### src/rtl/car_lane_ctrl.sv
// Player-car controller: buffered move request, per-step move/collide check, IDLE/RUN/CRASH FSM, saturating score.
// Latency: outputs update on the edge that samples step/start. Backpressure: move_ready is high only in RUN.
module car_lane_ctrl #(
    parameter int LANES      = 6,
    parameter int POS_W      = 3,
    parameter int START_LANE = 2,
    parameter int SCORE_W    = 8
) (
    input  logic               clk,
    input  logic               rst_n,
    input  logic               start,
    input  logic               step,
    input  logic               move_valid,
    input  logic [1:0]         move_dir,
    output logic               move_ready,
    input  logic [LANES-1:0]   next_row,
    input  logic [LANES-1:0]   head_row,
    output logic [POS_W-1:0]   position,
    output logic               alive,
    output logic               crash,
    output logic [SCORE_W-1:0] score
);

    typedef enum logic [1:0] {S_IDLE, S_RUN, S_CRASH} state_t;

    localparam logic [POS_W-1:0]   LAST_COL  = POS_W'(LANES - 1);
    localparam logic [POS_W-1:0]   START_COL = POS_W'(START_LANE);
    localparam logic [SCORE_W-1:0] SCORE_MAX = '1;

    state_t             state_q;
    logic [POS_W-1:0]   pos_q;
    logic [SCORE_W-1:0] score_q;
    logic               alive_q;
    logic               crash_q;
    logic [1:0]         buf_q;

    logic [1:0]       dir_d;
    logic [POS_W-1:0] tgt_d;
    logic             side_d;
    logic             hit_d;

    assign move_ready = (state_q == S_RUN);
    assign position   = pos_q;
    assign score      = score_q;
    assign alive      = alive_q;
    assign crash      = crash_q;

    // Neighbour columns are only formed away from the edges; at an edge the move clamps to "up".
    always_comb begin
        dir_d  = (move_valid && move_ready) ? move_dir : buf_q;
        tgt_d  = pos_q;
        side_d = 1'b0;
        if (dir_d == 2'b10 && pos_q != LAST_COL) begin
            tgt_d  = pos_q + POS_W'(1);
            side_d = 1'b1;
        end else if (dir_d == 2'b01 && pos_q != '0) begin
            tgt_d  = pos_q - POS_W'(1);
            side_d = 1'b1;
        end
        hit_d = next_row[tgt_d] | (side_d & head_row[tgt_d]);
    end

    always_ff @(posedge clk or negedge rst_n) begin
        if (!rst_n) begin
            state_q <= S_IDLE;
            pos_q   <= START_COL;
            score_q <= '0;
            alive_q <= 1'b0;
            crash_q <= 1'b0;
            buf_q   <= 2'b00;
        end else begin
            crash_q <= 1'b0;
            case (state_q)
                S_IDLE: begin
                    pos_q   <= START_COL;
                    score_q <= '0;
                    buf_q   <= 2'b00;
                    if (start) begin
                        state_q <= S_RUN;
                        alive_q <= 1'b1;
                    end
                end
                S_RUN: begin
                    if (step) begin
                        buf_q <= 2'b00;
                        if (hit_d) begin
                            state_q <= S_CRASH;
                            alive_q <= 1'b0;
                            crash_q <= 1'b1;
                        end else begin
                            pos_q <= tgt_d;
                            if (score_q != SCORE_MAX) score_q <= score_q + SCORE_W'(1);
                        end
                    end else if (move_valid) begin
                        buf_q <= move_dir;
                    end
                end
                S_CRASH: begin
                    if (start) begin
                        state_q <= S_RUN;
                        alive_q <= 1'b1;
                        pos_q   <= START_COL;
                        score_q <= '0;
                        buf_q   <= 2'b00;
                    end
                end
                default: state_q <= S_IDLE;
            endcase
        end
    end

endmodule

### config.mk
export PLATFORM = sky130hd
export DESIGN_NAME = car_lane_ctrl
export DESIGN_NICKNAME = d
export VERILOG_FILES = /design/src/rtl/car_lane_ctrl.sv
export SDC_FILE = /design/constraint.sdc
export NUM_CORES = 1
export LEC_CHECK = 0
export CELL_PAD_IN_SITES_DETAIL_PLACEMENT = 2
export CELL_PAD_IN_SITES_GLOBAL_PLACEMENT = 2
export CORE_AREA = 2 2 88 56
export CTS_CLUSTER_DIAMETER = 50
export DETAILED_ROUTE_END_ITERATION = 8
export DIE_AREA = 0 0 90 58
export PLACE_DENSITY_LB_ADDON = 0.1
export REMOVE_ABC_BUFFERS = 1
export SLEW_MARGIN = 20
export SYNTH_ARGS = -nofsm -noshare
export SYNTH_HDL_FRONTEND = slang
export SYNTH_SLANG_ARGS = --single-unit
export TNS_END_PERCENT = 1
### constraint.sdc
create_clock -name clk -period 3 [get_ports clk]
set_input_delay 0.9 -clock clk [delete_from_list [all_inputs] [get_ports clk]]
set_output_delay 0.9 -clock clk [all_outputs]
set_load 0.05 [all_outputs]
==> flow_summary.toml <==
[outcome]
outcome = "complete, no violations"

[pwr]
power_frac_comb = 0.709
p_clk_frac = 0.101
p_sw_mw = 0.845
p_seq_frac = 0.189
leakagePower_nw = 0.833
sw_frac_of_total = 0.467
p_int_mw = 0.964
p_per_area_nw_per_um2 = 947
ir_worst_vdd_mv = 0.378

[drt]
routed_wl_mm = 4.50
vias = 1281
ant_nets = 0
drtIter0Drc = 45
wl_met1_mm = 2.16
viasPerCell = 5.19
wire_per_inst_um = 18.2
drcViolationCount = 0
routed-wl-met2_mm = 2.17
met3WireLength_um = 158
routed.top_layer = "met4"
drtPass1Iterations = 4

[critical_path]
cp_num_buf_inv = 2
crit_path_end_kind = "register"
arrival_ns = 3.03
start_kind = "input port"
worstReg2RegEnd = "score[6]$_DFFE_PN0P_"
critPathTopFamily = "compound AO/OA/AOI/OAI gates"
cp_slowest_cell = "mux2i_1"
path_cells = "dlygate4sd2_1 -> nand3b_4 -> mux2i_1 -> o21ai_1 -> a2bb2oi_4 -> mux2i_4 -> o21a_4 -> buf_2 -> a32o_1 -> a31o_1"
critPathKind = "in2reg"
r2r_slack_ns = 0.16
r2r_cells = 12
crit_required_ns = 3.14
reg2reg_from = "position[1]$_DFFE_PN1P_"
crit_path_max_incr_delay_ns = 0.35
cp_max_fo = 6

[placement]
place_inst = 238
portBuffers = 32
gp_congestion = 0.804
dpl.hpwl_mm = 3.34

[timing]
tightest_slew_ns = 0.829
setup_viol = 0
grt_setup_unrepaired = "no"
finalCriticalPeriod_ns = 2.88
setup_tns_ns = 0
fin_crit_sh = 0.961
drv_slew = 0
hold_violations = 0
clock_skew_ns = 0.00907
clock.fmax_mhz = 347
slew_headroom = 0.445

[min_path]
min_to = "alive$_DFFE_PN0P_"
hold_depth = 2
worstHoldPathType = "reg2reg"
min_from = "alive$_DFFE_PN0P_"

[logic_synthesis]
syn_inst = 134
synth_seq_area_share = 0.340
synth_warnings = 0
synth_edf_count = 0
ys_seq_elements = 17
synth_area_um2 = 1260
synth.distinct_cells = 49
synth_ff_type = "dfrtp_1"
syn_area_per_cell_um2 = 9.37
synthArstFlopShare = 1.00

[clocking]
clk_pin_slew_worst_paths_ns = 0.07
cts_made_buffers = 3
clockBufferDepth = 2
htreeDepth = 1
cts_num_sinks = 17
tritoncts = "yes"
root_buffer = "clkbuf_8"
cts_hold_buf = 0
clk_latency_ns = 0.26

[finish]
instances_no_fill = 247
areaGrowthSynthToFinish_pct = 52.1
drive_gt1_frac = 0.255
antenna_cells = 0
final_core_util = 0.432
num-fill-cells = 511
fin_nets = 209

[global_routing]
grt_remaining_overflow = 0
grt_antenna_before_repair = 0
grtUsageTotal = 0.185
grt_pass1_wl_mm = 7.58
grt_pass1_vias = 1457
grt_max_degree = 18

[floorplan]
die_x_um = 90
start_util = 0.284
core_um2 = 4420
io_pins = 33
die_h_um = 58
die_area_um2 = 5220
row_count = 19

[job]
max_cap_violations = 0
-- state kept, by name (all words and copies together) (netlist names) --
register  count
score         8
position      3
buf_q         2
crash         1
alive         1
state_q       2
-- worst max path at each step --
stage | startpoint | end | slack [ns] | cells past startpoint
CTS | position[1]$_DFFE_PN1P_ | score[6]$_DFFE_PN0P_ | 0.1 | 12
global route | move_valid | score[3]$_DFFE_PN0P_ | 0.009 | 10
detailed placement | move_valid | score[6]$_DFFE_PN0P_ | -0.39 | 9
floorplan | position[0]$_DFFE_PN0P_ | score[6]$_DFFE_PN0P_ | 0.19 | 10
global placement | move_valid | score[6]$_DFFE_PN0P_ | -0.25 | 9
finish | move_valid | score[6]$_DFFE_PN0P_ | 0.12 | 10
-- kinds of logic (layout without fill, tap and decap cells) --
kind of cell             count (synthesis)  in the layout  synth area share
multiplexers                             9              9            0.0787
AND/OR/NAND/NOR                         49             49             0.209
flip-flops                              17             17             0.340
AO/OA/AOI/OAI                           42             42             0.264
adder cells (fa/ha/maj)                  5              5            0.0498
buffers and inverters                   10             60            0.0388
XOR/XNOR                                 2              2            0.0199
-- metal layers --
metal,up-vias,GRT usage
met3,3,0.0403
met4,0,0.0198
met1,651,0.259
met5,-,0
li1,601,-
met2,26,0.310
-- stage by stage --
step / instance area (µm²) / setup slack, ns / power [mW] / hold WS, ns
2_1_floorplan: 1230 / 0.195 / 0.955 / 0.480
5_1_grt: 1910 / 0.00865 / 1.92 / 0.560
3_5_place_dp: 1740 / -0.390 / 1.40 / 0.515
6_report: 1910 / 0.117 / 1.81 / 0.527
3_3_place_gp: 1740 / -0.253 / 1.35 / 0.495
4_1_cts: 1890 / 0.0983 / 1.78 / 0.539
-- synth_stat cells, drive strengths merged (2+ instances only) --
library cell / n / share of area
a211oi: 2 / 0.020
a21oi: 6 / 0.030
a22o: 2 / 0.014
a31oi: 8 / 0.040
and3: 5 / 0.025
buf: 2 / 0.015
clkbuf: 2 / 0.0060
dfrtp: 16 / 0.32
ha: 5 / 0.050
inv: 6 / 0.018
mux2i: 8 / 0.067
nand2: 13 / 0.039
nand2b: 3 / 0.015
nand3: 3 / 0.012
nor2: 10 / 0.032
nor2b: 5 / 0.025
o21ai: 6 / 0.027
o31ai: 3 / 0.018
or3: 6 / 0.030
-- cell usage in the layout, fill, tap and decap left out, types with 3 or more instances in the layout --
cell type,count
and3_1,5
or3_1,6
mux2i_1,4
nor2b_1,3
dlygate4sd2_1,3
o31ai_1,3
a21oi_1,3
a31oi_1,8
a21oi_2,3
nor2_1,9
clkbuf_8,3
dfrtp_1,16
ha_1,5
buf_4,17
clkdlybuf4s50_1,28
inv_1,5
nand2_1,12
mux2i_4,4
o21ai_1,5
-- worst register-to-register path, stage by stage (launching register included) --
cell and delay (ns):
dfstp_2 0.59, inv_1 0.13, ha_1 0.21, nand2_2 0.12, a22oi_1 0.12, a21oi_2 0.14, buf_4 0.19, mux2i_4 0.28
mux2i_4 0.11, o21a_4 0.26, buf_2 0.16, a32o_1 0.22, a31o_1 0.19
-- cell type report --
| class | instances | area, µm² | area share |
|---|---|---|---|
| clock buffer | 4 | 45.0 | 0.0236 |
| inverter | 6 | 22.5 | 0.0118 |
| multi-input combinational | 107 | 878 | 0.460 |
| sequential | 17 | 427 | 0.223 |
| tap | 63 | 78.8 | 0.0413 |
| timing repair buffer | 50 | 459 | 0.240 |
-- power by group through the flow --
stage,combinational [mW],clock (mW),sequential (mW)
finish,1.28,0.183,0.343
global route,1.37,0.195,0.351
CTS,1.25,0.187,0.343
detailed placement,1.05,0,0.347
global placement,1.01,0,0.343
floorplan,0.511,0,0.445
-- what timing repair did --
action	in CTS	in global routing
pin swaps	1	0
setup endpoints to repair	11	2
buffers inserted	5	0
gates resized for setup	20	3
(Power assumes the default switching activity.)
